[config.mk]
export PLATFORM = sky130hd
export DESIGN_NAME = encoder_cfg_scheduler
export DESIGN_NICKNAME = d
export VERILOG_FILES = /design/src/rtl/encoder_cfg_scheduler.sv
export SDC_FILE = /design/constraint.sdc
export NUM_CORES = 1
export LEC_CHECK = 0
export BUFFER_PORTS_ARGS = -buffer_cell sky130_fd_sc_hd__buf_2
export CORE_ASPECT_RATIO = 0.5
export CORE_MARGIN = 2
export CORE_UTILIZATION = 63
export CTS_BUF_LIST = sky130_fd_sc_hd__clkbuf_8
export CTS_CLUSTER_DIAMETER = 80
export DETAILED_ROUTE_END_ITERATION = 8
export GPL_TIMING_DRIVEN = 0
export HOLD_SLACK_MARGIN = 0.12
export MAX_ROUTING_LAYER = met4
export PLACE_DENSITY = 0.9
export SETUP_SLACK_MARGIN = 0.5
export SKIP_CTS_REPAIR_TIMING = 1
export SLEW_MARGIN = 15
export SYNTH_ARGS = -nofsm -noshare
export SYNTH_HDL_FRONTEND = slang
export SYNTH_SLANG_ARGS = --single-unit
[constraint.sdc]
create_clock -name i_clk_50m -period 4.2 [get_ports i_clk_50m]
set_input_delay 0.84 -clock i_clk_50m [delete_from_list [all_inputs] [get_ports i_clk_50m]]
set_output_delay 0.84 -clock i_clk_50m [all_outputs]
set_load 0.02 [all_outputs]
[src/rtl/encoder_cfg_scheduler.sv]
// Run-time configuration scheduler for the encoder/angle-sync generator.
// Host configs are shadowed and committed only on a zero-mark boundary with the laser gated off.

module encoder_cfg_scheduler #(
   parameter int unsigned SETTLE_REVS  = 2,
   parameter logic [23:0] ZERO_TIMEOUT = 24'd5_000_000,
   parameter logic [1:0]  DEFAULT_RESO = 2'd2
) (
   input  logic        i_clk_50m,
   input  logic        i_rst,
   input  logic        i_cfg_req,
   input  logic [1:0]  i_cfg_reso,
   input  logic [1:0]  i_cfg_freq,
   input  logic        i_cfg_cal,
   input  logic        i_cfg_laser_en,
   input  logic [15:0] i_cfg_offset,
   output logic        o_cfg_ack,
   output logic        o_cfg_busy,
   input  logic        i_motor_state,
   input  logic        i_zero_sign,
   output logic [1:0]  o_reso_mode,
   output logic [1:0]  o_freq_mode,
   output logic        o_cal_mode,
   output logic [15:0] o_angle_offset,
   output logic        o_laser_mode,
   output logic        o_apply,
   output logic        o_fault,
   output logic [15:0] o_rev_cnt
);

   // state      | meaning
   // WAIT_MOTOR | motor not at speed; laser off, nothing commits
   // SETTLE     | counting zero marks after an apply or motor restart; laser off
   // RUN        | steady state; laser follows the active enable
   // PEND       | shadow set loaded, waiting for a zero mark to commit
   // FAULT      | zero-mark timeout; held until the motor drops

   typedef enum logic [2:0] {
      ST_WAIT_MOTOR,
      ST_SETTLE,
      ST_RUN,
      ST_PEND,
      ST_FAULT
   } state_t;

   localparam int unsigned SW = (SETTLE_REVS < 2) ? 1 : $clog2(SETTLE_REVS + 1);
   localparam state_t SETTLE_ENTRY = (SETTLE_REVS == 0) ? ST_RUN : ST_SETTLE;

   state_t        state_q;
   state_t        state_nxt;
   logic          accept;
   logic          commit;
   logic          timeout;
   logic          settle_done;
   logic          busy_nxt;
   logic          laser_nxt;
   logic [23:0]   to_cnt;
   logic [23:0]   to_inc;
   logic [SW-1:0] settle_cnt;
   logic          pend_q;

   logic [1:0]    sh_reso;
   logic [1:0]    sh_freq;
   logic          sh_cal;
   logic          sh_laser;
   logic [15:0]   sh_offset;
   logic          act_laser;

   always_comb begin
      to_inc      = (to_cnt == 24'hFF_FFFF) ? to_cnt : to_cnt + 24'd1;
      // a zero mark in the same cycle always beats the timeout
      timeout     = !i_zero_sign && (to_inc >= ZERO_TIMEOUT);
      settle_done = (32'(settle_cnt) + 32'd1) >= SETTLE_REVS;
      state_nxt   = state_q;
      accept      = 1'b0;
      commit      = 1'b0;

      case (state_q)
         ST_WAIT_MOTOR: begin
            if (i_motor_state)
               state_nxt = pend_q ? ST_PEND : SETTLE_ENTRY;
         end
         ST_SETTLE, ST_RUN: begin
            if (!i_motor_state)
               state_nxt = ST_WAIT_MOTOR;
            else if (timeout)
               state_nxt = ST_FAULT;
            else if (i_cfg_req && !o_cfg_busy) begin
               accept    = 1'b1;
               state_nxt = ST_PEND;
            end else if (state_q == ST_SETTLE && i_zero_sign && settle_done)
               state_nxt = ST_RUN;
         end
         ST_PEND: begin
            if (!i_motor_state)
               state_nxt = ST_WAIT_MOTOR;
            else if (timeout)
               state_nxt = ST_FAULT;
            else if (i_zero_sign) begin
               commit    = 1'b1;
               state_nxt = SETTLE_ENTRY;
            end
         end
         ST_FAULT: begin
            if (!i_motor_state)
               state_nxt = ST_WAIT_MOTOR;
         end
         default: state_nxt = ST_WAIT_MOTOR;
      endcase

      laser_nxt = (state_nxt == ST_RUN) && (commit ? sh_laser : act_laser);
      busy_nxt  = accept
                | (o_cfg_busy && (state_nxt != ST_RUN) && (state_nxt != ST_FAULT));
   end

   always_ff @(posedge i_clk_50m) begin
      if (i_rst) begin
         state_q        <= ST_WAIT_MOTOR;
         o_cfg_ack      <= 1'b0;
         o_cfg_busy     <= 1'b0;
         o_apply        <= 1'b0;
         o_fault        <= 1'b0;
         o_laser_mode   <= 1'b0;
         o_rev_cnt      <= 16'd0;
         o_reso_mode    <= DEFAULT_RESO;
         o_freq_mode    <= 2'd0;
         o_cal_mode     <= 1'b0;
         o_angle_offset <= 16'd0;
         act_laser      <= 1'b0;
         pend_q         <= 1'b0;
         sh_reso        <= 2'd0;
         sh_freq        <= 2'd0;
         sh_cal         <= 1'b0;
         sh_laser       <= 1'b0;
         sh_offset      <= 16'd0;
         to_cnt         <= 24'd0;
         settle_cnt     <= '0;
      end else begin
         state_q      <= state_nxt;
         o_cfg_ack    <= accept;
         o_apply      <= commit;
         o_cfg_busy   <= busy_nxt;
         o_laser_mode <= laser_nxt;
         o_fault      <= (state_nxt == ST_FAULT);

         if (accept) begin
            sh_reso   <= i_cfg_reso;
            sh_freq   <= i_cfg_freq;
            sh_cal    <= i_cfg_cal;
            sh_laser  <= i_cfg_laser_en;
            sh_offset <= i_cfg_offset;
            pend_q    <= 1'b1;
         end else if (commit || state_nxt == ST_FAULT) begin
            pend_q    <= 1'b0;
         end

         if (commit) begin
            o_reso_mode    <= sh_reso;
            o_freq_mode    <= sh_freq;
            o_cal_mode     <= sh_cal;
            o_angle_offset <= sh_offset;
            act_laser      <= sh_laser;
         end

         if (state_q != ST_SETTLE)
            settle_cnt <= '0;
         else if (i_zero_sign)
            settle_cnt <= settle_cnt + SW'(1);

         if (i_zero_sign || (state_q == ST_WAIT_MOTOR && state_nxt != ST_WAIT_MOTOR))
            to_cnt <= 24'd0;
         else if (state_q == ST_SETTLE || state_q == ST_RUN || state_q == ST_PEND)
            to_cnt <= to_inc;

         if (i_zero_sign && (state_q == ST_SETTLE || state_q == ST_RUN))
            o_rev_cnt <= o_rev_cnt + 16'd1;
      end
   end

endmodule
==> impl_metrics.tcl <==
set metrics [dict create \
    ir_worst_vdd_v 0.000235 \
    drt_wl_total_um 9400 \
    maxSlewViolCount 0 \
    busiest_layer "met2" \
    synth_fa_ha_area_frac 0.00851 \
    fin_ws_ns 0.950 \
    end_kind "flop" \
    fin_nets 625 \
    outcome "completed" \
    regArea_um2 1900 \
    regToRegSetupSlack_ns 0.95 \
    grt_pass1_wl_um 16000 \
    worstHoldPathType "flop to flop" \
    syn-num-nets 548 \
    startpoint_type "flop" \
    cts_tree "built" \
    path_clk_slew_ns 0.09 \
    finalInstanceArea_um2 5030 \
    portBuffers 66 \
    place_ws_ns 1.04 \
    firstDrtPassIters 6 \
    hpwlAfterDp_um 6860 \
    arrival_ns 3.50 \
    gp_congestion 0.886 \
    initialDrtViolationCount 218 \
    routed_via_density 5.70 \
    drive_gt1_frac 0.180 \
    grt_pass1_vias 3709 \
    min_to "o_angle_offset[14]" \
    io-pin-count 69 \
    dp_cells 676 \
    async_flop_share 0 \
    grtUsageMet2 0.460 \
    grt_max_degree 16 \
    synthFlopType "dfxtp_1" \
    htree_levels 3 \
    fin_cells 691 \
    reg2reg_from "to_cnt[0]" \
    hp-start "o_angle_offset[14]" \
    fmax_mhz 308 \
    worstSkewPairLatency_ns 0.36 \
    finalHoldViolations 0 \
    gr-usage-all-layers 0.262 \
    hold_ws_ns 0.455 \
    seq_area_frac_synth 0.431 \
    synth_top_family_by_area "simple AND/OR/NAND/NOR gates" \
    synthTopCellsByCount "dfxtp_1 (95), nand2_1 (74), nor2_1 (66)" \
    cellLeakagePower_nw 2.10 \
    p_total_mw 1.54 \
    overflow 0 \
    ys_types 59 \
    fin_crit_ns 3.25 \
    synth_edf_count 0 \
    synth_compound_area_frac 0.113 \
    core_um2 6730 \
    r2r_cells 11 \
    use_met1 0.294 \
    muxShareOfSynthArea 0.0613 \
    globalRouteMet3Util 0.0607 \
    p_per_area_nw_per_um2 306 \
    synthXorXnorAreaFrac 0.0735 \
    nFillCells 523 \
    die_w_um 122 \
    synth-seq-cells 95 \
    multi_input_area_um2 2310 \
    hold_depth 2 \
    fin_crit_sh 0.774 \
    crit_type "flop to flop" \
    dieArea_um2 7720 \
    finalClockSkew_ns 0.00881 \
    antenna_found_initial 0 \
    r2r_end "o_cfg_busy" \
    root_buffer "clkbuf_8" \
    syn_area_um2 4410 \
    ant_nets 0 \
    synth_warnings 0 \
    netlist_instances 518 \
    syn_avg_cell_area_um2 8.51 \
    yosysTopAreaCellShare 0.431 \
    via_count 3938 \
    layout-area-overhead-vs-synth_pct 14.2 \
    fin_setup_tns_ns 0 \
    synth_area_leaders "dfxtp_1 (43%), nand2_1 (6.3%), mux2i_1 (6.1%)" \
    rows 21 \
    numCtsBuffers 9 \
    finalSetupViolCount 0 \
    routedWlPerCell_um 13.6 \
    initial_core_util 0.656 \
    cap_violations 0 \
    crit_fanout 10 \
    tightest_slew_ns 0.760 \
    cp.required_ns 4.45 \
    rsz0062_at_grt "no" \
    timing.slew.headroom 0.489 \
    fp.dieH_um 63.2 \
    synth-simple-area-share 0.266 \
    diodes 0 \
    cts.path.max_buffers 2 \
    synthMostInstantiatedCell "dfxtp_1" \
    place_area_um2 4850 \
    synth_area_leader_cell "dfxtp_1" \
    drc 0 \
    cts_sinks 95 \
    finish.utilization 0.748 \
]
critical path, stage by stage (launching register included):
cell and delay, ns:
dfxtp_1 0.42, ha_1 0.21, buf_2 0.22, inv_1 0.06
nor4_1 0.47, xnor2_1 0.17, a21boi_1 0.25, a211oi_1 0.13
o311ai_2 0.42, nand2_2 0.15, or3_1 0.43, a31o_1 0.22
registers in the layout, summed over array words and instances (netlist names), 3 cells and up:
name and flops:
o_rev_cnt 16, to_cnt 24, sh_offset 16, o_angle_offset 16
state_q 3
layer usage:
metal  share of wire  wire length, µm  up-vias
met1            0.43             4010     1878
li1                -                -     1930
met4           0.017              163        0
met5               0                0        -
met2            0.50             4720      107
met3           0.052              493       23
cell families (layout without fill, tap and decap cells):
kind of cell / Yosys count / count (layout)
buffers and inverters: 44 / 125
adders and majority gates: 3 / 3
DFF: 95 / 95
AOI/OAI and AO/OA: 78 / 78
and+or+nand+nor: 234 / 234
muxes: 27 / 27
xor gates and xnor gates: 37 / 37
cells in the final DEF, fill, tap and decap left out, types with 3 or more instances in the layout:
cell	n
o21ai_0	16
or3_1	14
nand2_1	74
xnor2_1	12
a21oi_1	35
a31oi_1	3
inv_1	10
nor3_1	7
nor2b_1	3
ha_1	3
nand4_1	13
clkbuf_1	24
nor4_1	5
clkbuf_8	10
and2_1	3
or2_2	4
dfxtp_1	95
buf_2	72
mux2i_1	27
nand2b_1	6
nand3b_1	4
nand3_1	13
xor2_1	25
nor2_1	66
and3_1	5
worst max-delay path by stage:
stage / startpoint / endpoint / slack [ns] / depth (start not counted)
final: to_cnt[0] / o_cfg_busy / 0.95 / 11
after global routing: to_cnt[0] / o_cfg_busy / 0.78 / 11
after detailed placement: to_cnt[0] / o_cfg_busy / 1.04 / 11
after floorplan: to_cnt[0] / o_cfg_busy / 1.44 / 11
after CTS: to_cnt[0] / o_cfg_busy / 1.00 / 11
after global placement: to_cnt[0] / o_cfg_busy / 1.10 / 11
layout make-up:
cell class / instances / share of cell area
well taps: 92 / 0.0229
repair buffers: 66 / 0.0656
clock buffers: 10 / 0.0273
inverters: 8 / 0.00597
flip-flops and latches: 95 / 0.378
clock inverters: 5 / 0.00721
plain buffers: 36 / 0.0348
multi-input cells: 379 / 0.458
power breakdown:
| group | switching (mW) | internal (mW) |
|---|---|---|
| logic | 0.0527 | 0.0325 |
| clock network | 0.308 | 0.230 |
| registers | 0.00637 | 0.910 |
| total | 0.368 | 1.17 |
(Power assumes the default switching activity.)
